[config.mk]
export PLATFORM = sky130hd
export DESIGN_NAME = jslot_timer
export DESIGN_NICKNAME = d
export VERILOG_FILES = /design/src/rtl/jslot_timer.sv
export SDC_FILE = /design/constraint.sdc
export NUM_CORES = 1
export LEC_CHECK = 0
export ABC_AREA = 1
export ABC_CLOCK_PERIOD_IN_PS = 4550
export CAP_MARGIN = 30
export CELL_PAD_IN_SITES_DETAIL_PLACEMENT = 1
export CELL_PAD_IN_SITES_GLOBAL_PLACEMENT = 1
export CORE_MARGIN = 3
export CORE_UTILIZATION = 48
export DETAILED_ROUTE_END_ITERATION = 10
export GPL_ROUTABILITY_DRIVEN = 0
export GPL_TIMING_DRIVEN = 0
export PLACE_DENSITY = 0.82
export SYNTH_ARGS = -nofsm -noshare
export SYNTH_HDL_FRONTEND = slang
export SYNTH_SLANG_ARGS = --single-unit
[constraint.sdc]
create_clock -name CLK -period 4.55 [get_ports CLK]
set_input_delay 0.91 -clock CLK [delete_from_list [all_inputs] [get_ports CLK]]
set_output_delay 0.91 -clock CLK [all_outputs]
set_load 0.01 [all_outputs]
[src/rtl/jslot_timer.sv]
`timescale 1ns/1ps
// jslot_timer
// 24-bit programmable interval timer on a JRC-1 65816 expansion slot card.
// The 65816 bus strobes are sampled as data on CLK, and a register access is
// committed once, on the synchronized falling edge of PHI2.
//
// Ports
//   CLK     system clock, at least 4x PHI2
//   nRESET  asynchronous active-low reset
//   PHI2    65816 bus phase clock (sampled, never used as a clock)
//   nSEL    active-low slot select
//   RWB     1 = CPU read, 0 = CPU write
//   A       register offset
//   D_IN    CPU write data
//   D_OUT   CPU read data (0 while not driving)
//   D_OE    external data buffer drive enable
//   nIRQ    active-low level interrupt request (registered)
//
// Register map
//   0 CTRL      r/w  {5'b0, IRQEN, CONT, EN}
//   1 STATUS    r    {6'b0, EN, EXP}, a committed read clears EXP
//   2..4 RELOAD r/w  LO/MID/HI, a HI write also loads COUNT
//   5 COUNT_LO  r    live COUNT[7:0], a committed read latches COUNT[23:8]
//   6..7 SNAP   r    latched COUNT[15:8] / COUNT[23:16]
//   8 PRESCALE  r/w  tick every PRESCALE+1 CLK cycles
//   9..15            read 0, writes ignored
module jslot_timer (
    input  logic       CLK,
    input  logic       nRESET,
    input  logic       PHI2,
    input  logic       nSEL,
    input  logic       RWB,
    input  logic [3:0] A,
    input  logic [7:0] D_IN,
    output logic [7:0] D_OUT,
    output logic       D_OE,
    output logic       nIRQ
);

    localparam logic [3:0] ADDR_CTRL     = 4'd0;
    localparam logic [3:0] ADDR_STATUS   = 4'd1;
    localparam logic [3:0] ADDR_REL_LO   = 4'd2;
    localparam logic [3:0] ADDR_REL_MID  = 4'd3;
    localparam logic [3:0] ADDR_REL_HI   = 4'd4;
    localparam logic [3:0] ADDR_COUNT_LO = 4'd5;
    localparam logic [3:0] ADDR_SNAP_MID = 4'd6;
    localparam logic [3:0] ADDR_SNAP_HI  = 4'd7;
    localparam logic [3:0] ADDR_PRESCALE = 4'd8;

    // PHI2 synchronizer: [0],[1] form the 2-flop synchronizer, [2] is the
    // delayed copy used for falling-edge detection.
    logic [2:0]  phi2_pipe;
    logic        phi2_sync;
    logic        phi2_prev;
    logic        phi2_fall;

    logic [3:0]  cap_a;
    logic        cap_rwb;
    logic        cap_nsel;
    logic [7:0]  cap_din;

    logic        commit;
    logic        commit_wr;
    logic        commit_rd;
    logic        wr_ctrl;
    logic        wr_rel_lo;
    logic        wr_rel_mid;
    logic        wr_rel_hi;
    logic        wr_prescale;
    logic        rd_status;
    logic        rd_count_lo;

    logic        en;
    logic        cont;
    logic        irqen;
    logic        exp_flag;
    logic [23:0] reload;
    logic [23:0] count;
    logic [15:0] snap;
    logic [7:0]  prescale;
    logic [7:0]  pre_cnt;

    logic        tick;
    logic        count_zero;
    logic        expire;
    logic [7:0]  rd_data;

    // ------------------------------------------------------------------
    // Bus sampling and commit strobe
    // ------------------------------------------------------------------
    always_ff @(posedge CLK or negedge nRESET) begin
        if (!nRESET) begin
            phi2_pipe <= 3'b000;
        end else begin
            phi2_pipe <= {phi2_pipe[1:0], PHI2};
        end
    end

    assign phi2_sync = phi2_pipe[1];
    assign phi2_prev = phi2_pipe[2];
    assign phi2_fall = phi2_prev & ~phi2_sync;

    // Keeps the last bus values seen while synchronized PHI2 was high; those
    // are the ones committed on the falling edge.
    always_ff @(posedge CLK or negedge nRESET) begin
        if (!nRESET) begin
            cap_a    <= 4'd0;
            cap_rwb  <= 1'b1;
            cap_nsel <= 1'b1;
            cap_din  <= 8'd0;
        end else if (phi2_sync) begin
            cap_a    <= A;
            cap_rwb  <= RWB;
            cap_nsel <= nSEL;
            cap_din  <= D_IN;
        end
    end

    assign commit      = phi2_fall & ~cap_nsel;
    assign commit_wr   = commit & ~cap_rwb;
    assign commit_rd   = commit & cap_rwb;

    assign wr_ctrl     = commit_wr && (cap_a == ADDR_CTRL);
    assign wr_rel_lo   = commit_wr && (cap_a == ADDR_REL_LO);
    assign wr_rel_mid  = commit_wr && (cap_a == ADDR_REL_MID);
    assign wr_rel_hi   = commit_wr && (cap_a == ADDR_REL_HI);
    assign wr_prescale = commit_wr && (cap_a == ADDR_PRESCALE);
    assign rd_status   = commit_rd && (cap_a == ADDR_STATUS);
    assign rd_count_lo = commit_rd && (cap_a == ADDR_COUNT_LO);

    // ------------------------------------------------------------------
    // Timebase
    // ------------------------------------------------------------------
    assign tick       = en && (pre_cnt == prescale);
    assign count_zero = (count == 24'd0);
    // A RELOAD_HI commit on the same edge swallows the tick entirely, so
    // neither EXP nor the one-shot EN clear can come from it.
    assign expire     = tick & count_zero & ~wr_rel_hi;

    always_ff @(posedge CLK or negedge nRESET) begin
        if (!nRESET) begin
            pre_cnt <= 8'd0;
        end else if (!en || wr_rel_hi) begin
            pre_cnt <= 8'd0;
        end else if (pre_cnt == prescale) begin
            pre_cnt <= 8'd0;
        end else begin
            pre_cnt <= pre_cnt + 8'd1;
        end
    end

    always_ff @(posedge CLK or negedge nRESET) begin
        if (!nRESET) begin
            count <= 24'd0;
        end else if (wr_rel_hi) begin
            count <= {cap_din, reload[15:0]};
        end else if (tick) begin
            if (!count_zero) begin
                count <= count - 24'd1;
            end else if (cont) begin
                count <= reload;
            end
        end
    end

    // ------------------------------------------------------------------
    // Registers
    // ------------------------------------------------------------------
    // A CTRL write on the same edge as an expiry overrides the one-shot EN
    // clear; the expiring tick itself was already decided by the old CONT.
    always_ff @(posedge CLK or negedge nRESET) begin
        if (!nRESET) begin
            en    <= 1'b0;
            cont  <= 1'b0;
            irqen <= 1'b0;
        end else if (wr_ctrl) begin
            en    <= cap_din[0];
            cont  <= cap_din[1];
            irqen <= cap_din[2];
        end else if (expire && !cont) begin
            en    <= 1'b0;
        end
    end

    // Expiry outranks the clear-on-read.
    always_ff @(posedge CLK or negedge nRESET) begin
        if (!nRESET) begin
            exp_flag <= 1'b0;
        end else if (expire) begin
            exp_flag <= 1'b1;
        end else if (rd_status) begin
            exp_flag <= 1'b0;
        end
    end

    always_ff @(posedge CLK or negedge nRESET) begin
        if (!nRESET) begin
            reload   <= 24'd0;
            prescale <= 8'd0;
        end else begin
            if (wr_rel_lo) begin
                reload[7:0] <= cap_din;
            end
            if (wr_rel_mid) begin
                reload[15:8] <= cap_din;
            end
            if (wr_rel_hi) begin
                reload[23:16] <= cap_din;
            end
            if (wr_prescale) begin
                prescale <= cap_din;
            end
        end
    end

    always_ff @(posedge CLK or negedge nRESET) begin
        if (!nRESET) begin
            snap <= 16'd0;
        end else if (rd_count_lo) begin
            snap <= count[23:8];
        end
    end

    always_ff @(posedge CLK or negedge nRESET) begin
        if (!nRESET) begin
            nIRQ <= 1'b1;
        end else begin
            nIRQ <= ~(exp_flag & irqen);
        end
    end

    // ------------------------------------------------------------------
    // Read path (combinational from the raw bus)
    // ------------------------------------------------------------------
    always_comb begin
        rd_data = 8'h00;
        case (A)
            ADDR_CTRL:     rd_data = {5'b00000, irqen, cont, en};
            ADDR_STATUS:   rd_data = {6'b000000, en, exp_flag};
            ADDR_REL_LO:   rd_data = reload[7:0];
            ADDR_REL_MID:  rd_data = reload[15:8];
            ADDR_REL_HI:   rd_data = reload[23:16];
            ADDR_COUNT_LO: rd_data = count[7:0];
            ADDR_SNAP_MID: rd_data = snap[7:0];
            ADDR_SNAP_HI:  rd_data = snap[15:8];
            ADDR_PRESCALE: rd_data = prescale;
            default:       rd_data = 8'h00;
        endcase
    end

    assign D_OE  = ~nSEL & RWB & PHI2;
    assign D_OUT = D_OE ? rd_data : 8'h00;

endmodule

; After elaboration in Yosys (flattened, before gate mapping)
; Index checks and enable logic that the tools add are counted.
; W data, S select, Z words.
[totals]
regBits = 102
inputBits = 17
out_inout_bits = 10
elab_cells = 81
[op_classes]
add_sub_neg = 2
eq_ne = 16
muxes = 12
bitwise = 15
n_reduce_logical = 19
[op_table]
columns = operator, n
row1 = $mux W24, 4
row2 = $pmux W8 S9, 1
row3 = $eq A4 B3 Y1 const B, 6
row4 = $logic_not A24 Y1, 1
row5 = $mux W8, 3
row6 = $sub A24 B1 Y24 const B, 1
row7 = $eq A4 B2 Y1 const B, 4
row8 = $and A1 B1 Y1, 9
row9 = $logic_and A1 B1 Y1, 9
row10 = $add A8 B1 Y8 const B, 1
row11 = $eq A4 B1 Y1 const B, 2
row12 = $eq A4 B4 Y1 const B, 2
row13 = $eq A8 B8 Y1, 1
row14 = $logic_not A4 Y1, 2
row15 = $not A1 Y1, 6
row16 = $reduce_bool A2 Y1, 3
row17 = $mux W1, 4
row18 = $ne A3 B3 Y1 const B, 1
row19 = $logic_not A1 Y1, 2
row20 = $reduce_and A2 Y1, 1
row21 = $logic_or A1 B1 Y1, 1

; Logic depth before layout (Yosys ltp)
[logic_depth]
word_depth = 10
depth_mapped = 13
ltp_nobuf = 12

; Worst setup path after synthesis
; OpenSTA, ideal clock, no wires.
[synth_timing]
path_type = input to output
start = input A[3]
end = output D_OUT[0]
arrival_time_ps = 1765
required_time_ps = 3640
setup_slack_ps = 1875
stages = 9
path_buffers = 0
path_cell_list = inv_1 nand2_1 inv_1 nand2_1 inv_1 nand2_1 o211ai_1 nor2_1 a21oi_1
[synth_between]
elab_chain_cells = 3
word_cells_on_any_way = 11
classes_between = 8 x eq/ne / 2 x mux / 1 x reduce/logical
[synth_lines]
columns = item, line
row1 = from (decl), 33  ; input logic [3:0] A,
row2 = $eq A4 B4 Y1 (tied with other cells), 237  ; case (A)
row3 = $pmux W8 S9 (*), 237
row4 = $mux W8 (*), 252  ; assign D_OUT = D_OE ? rd_data : 8'h00;
row5 = to (decl), 35  ; output logic [7:0] D_OUT,
; Every way passes the cells marked *; elsewhere a longest branch is shown, timed or not.

; Worst setup path in the final report
[layout_timing]
start = input A[0]
end = output D_OUT[4]
; The elaborated chain is that of the path after synthesis.

==> metrics.txt <==
commonest non-fill, non-tap cell in the layout nand2_1; Tcrit/Tclk final 93.2%; post-CTS sizing 0; Syn Nets 769; Initial DRC Count 418; post-synthesis sequential area ratio 46.2%; VDD IR-drop max 0.328 mV; DP Area 6000 um^2; CTS Buffer Depth 2; WP data arrival 3.33 ns; H-tree Lvls 3; drt pass-1 iters 5; syn_area_per_cell 7.39 um^2; vias 5,261; drt wl/cell 20.1 um; filler instances 1,439; Slew Limit Fails 0; ant diodes 0; ANT nets after route 0; first-pass GRT wire length 30.1 mm; GR Overflow Total 0; #FFs+latches synth 102; Crit Path Max Fanout 7; most frequent cells in the layout 251 x nand2_1, 99 x dfrtp_1, 88 x inv_1, 88 x nor2_1, 61 x o21ai_0; Cells after Synth 749; Die W 113 um; vias in the first global route 5,451; Ports 27; chip height 113 um; WS Path Type in2out; LEAKAGE 3.16 nW; nature of the critical path endpoint primary output; share of layout cells above drive strength 1 5.93%; cell area after layout 6270 um^2; HP Class reg2reg; Pwr Density 319 nW/um^2; Post-Syn Area 5540 um^2; Port Buffer Count 26; Reg clk slew, reported paths 0.07 ns; number of cell rows 38; TritonCTS clock tree done; Fmax 0.236 GHz; status finished, final reports clean; cts bufs inserted 9; Rel. slew slack 41.3%; initial core utilization 50.0%; clk_skew 0.00776 ns; Residual DRC 0; dpl hpwl 14.4 mm; element type at the critical path start primary input; Post-CTS Hold Fix Bufs 0; Yosys warning count 0; vias per inst 5.64; max cap viols 0; Final Hold Vio Count 0; Setup Buffers After CTS 0; Die ar. 12,900 um^2; largest net degree at the start of global routing 65; Core ar. 11,100 um^2; Yosys cell types 42; initial antenna violation count 0; CTS sink cnt 102; Final setup viols 0; drt total wl 18.7 mm; Worst-Skew Late Latency 0.36 ns; Final min period 4.24 ns; nets 807; root buffer cell clkbuf_16; area grow syn2layout 13.3%; GRT Total Usage 31.0%; hold slack 0.362 ns; RSZ-0062 raised after global routing no; overall power 2.00 mW; WP data required 3.64 ns; actual slew at the worst max-slew pin 0.872 ns
power breakdown:
group / internal (mW) / switching [mW]
Sequential: 0.956 / 0.0487
Combinational: 0.0839 / 0.166
Clock: 0.374 / 0.369
Total: 1.41 / 0.583
final cells by class:
type	count	area, um^2	share of cell area, %
Timing Repair Buffer	27	285	4.55
Multi-Input combinational cell	538	2530	40.3
Inverter	91	344	5.49
Clock buffer	10	229	3.65
Buffer	18	110	1.76
Sequential cell	102	2560	40.8
Clock inverter	6	46.3	0.738
Tap cell	140	175	2.79
state kept, by name, summed over array words and instances (netlist names), 3 cells and up:
name       count
cap_a          4
cap_din        8
count         24
phi2_pipe      3
pre_cnt        8
prescale       8
reload        24
snap          16
critical path, cell delays in order:
cell and delay, ns:
clkdlybuf4s50_1 0.60, inv_1 0.09, nor2_1 0.23, nand2_1 0.27, o21ai_0 0.38, nor2_1 0.09, a21oi_1 0.17, clkdlybuf4s50_1 0.58
per-layer routing:
layer  vias to the layer above  global-route usage (%)  wire, um  share of wire, %
li1                       2456                       -         -                 -
met1                      2627                    42.8      8390                45
met2                       146                    48.4      8600                46
met5                         -                       0         0                 0
met3                        32                    6.74      1170               6.2
met4                         0                    11.0       541               2.9
final timing paths:
check	slack (ns)	end	cells after the start	start
worst min register to register	0.36	phi2_pipe[1]	0	phi2_pipe[0]
worst min-delay path	0.36	phi2_pipe[1]	0	phi2_pipe[0]
max in group asynchronous	3.28	cap_rwb	2	nRESET
worst max register to register	2.24	count[22]	10	count[2]
worst max-delay path	0.31	D_OUT[4]	8	A[0]
min in group asynchronous	0.52	pre_cnt[3]	1	nRESET
synth_stat cells, drive strengths merged:
| cell type | n | share of area (%) |
|---|---|---|
| and2 | 1 | 0.11 |
| o211ai | 3 | 0.41 |
| o2111a | 1 | 0.20 |
| o2bb2ai | 2 | 0.32 |
| dfstp | 3 | 1.4 |
| inv | 91 | 6.2 |
| nor2 | 91 | 6.7 |
| xnor2 | 7 | 1.1 |
| and3 | 1 | 0.11 |
| a221oi | 2 | 0.32 |
| a21oi | 20 | 1.8 |
| dfrtp | 99 | 45 |
| a211oi | 2 | 0.27 |
| a31oi | 1 | 0.11 |
| or2 | 3 | 0.34 |
| nor4 | 3 | 0.56 |
| nand3b | 2 | 0.27 |
| o21ai | 72 | 6.5 |
| o221ai | 2 | 0.32 |
| nand2 | 253 | 17 |
| clkbuf | 8 | 0.54 |
| ha | 3 | 0.68 |
| buf | 10 | 1.4 |
| o31ai | 1 | 0.14 |
| mux2 | 1 | 0.20 |
| nand4 | 12 | 1.4 |
| a22o | 2 | 0.32 |
| nand3 | 33 | 3.4 |
| nor3 | 4 | 0.36 |
| xor2 | 10 | 1.6 |
| o22ai | 6 | 0.68 |
through the flow:
stage | cells | TNS (ns) | utilization [%] | worst slack (ns)
detailed placement | 916 | 0 | 54.1 | 0.324
CTS | 932 | 0 | 56.6 | 0.320
global route | 932 | 0 | 56.6 | 0.168
finish | 932 | 0 | 56.6 | 0.309
global placement | 915 | -128.72 | 53.9 | -1.31
floorplan | 749 | 0 | - | 1.87
logic make-up (layout without fill, tap and decap cells):
group / count (synthesis) / in the layout / share of synthesized area (%)
XOR/XNOR: 17 / 17 / 2.69
buffers and inverters: 109 / 152 / 8.20
AO/OA/AOI/OAI: 114 / 114 / 11.4
flip-flops: 102 / 102 / 46.2
AND/OR/NAND/NOR: 403 / 403 / 30.7
multiplexers: 1 / 1 / 0.203
adder cells (fa/ha/maj): 3 / 3 / 0.678
(Power assumes the default switching activity.)
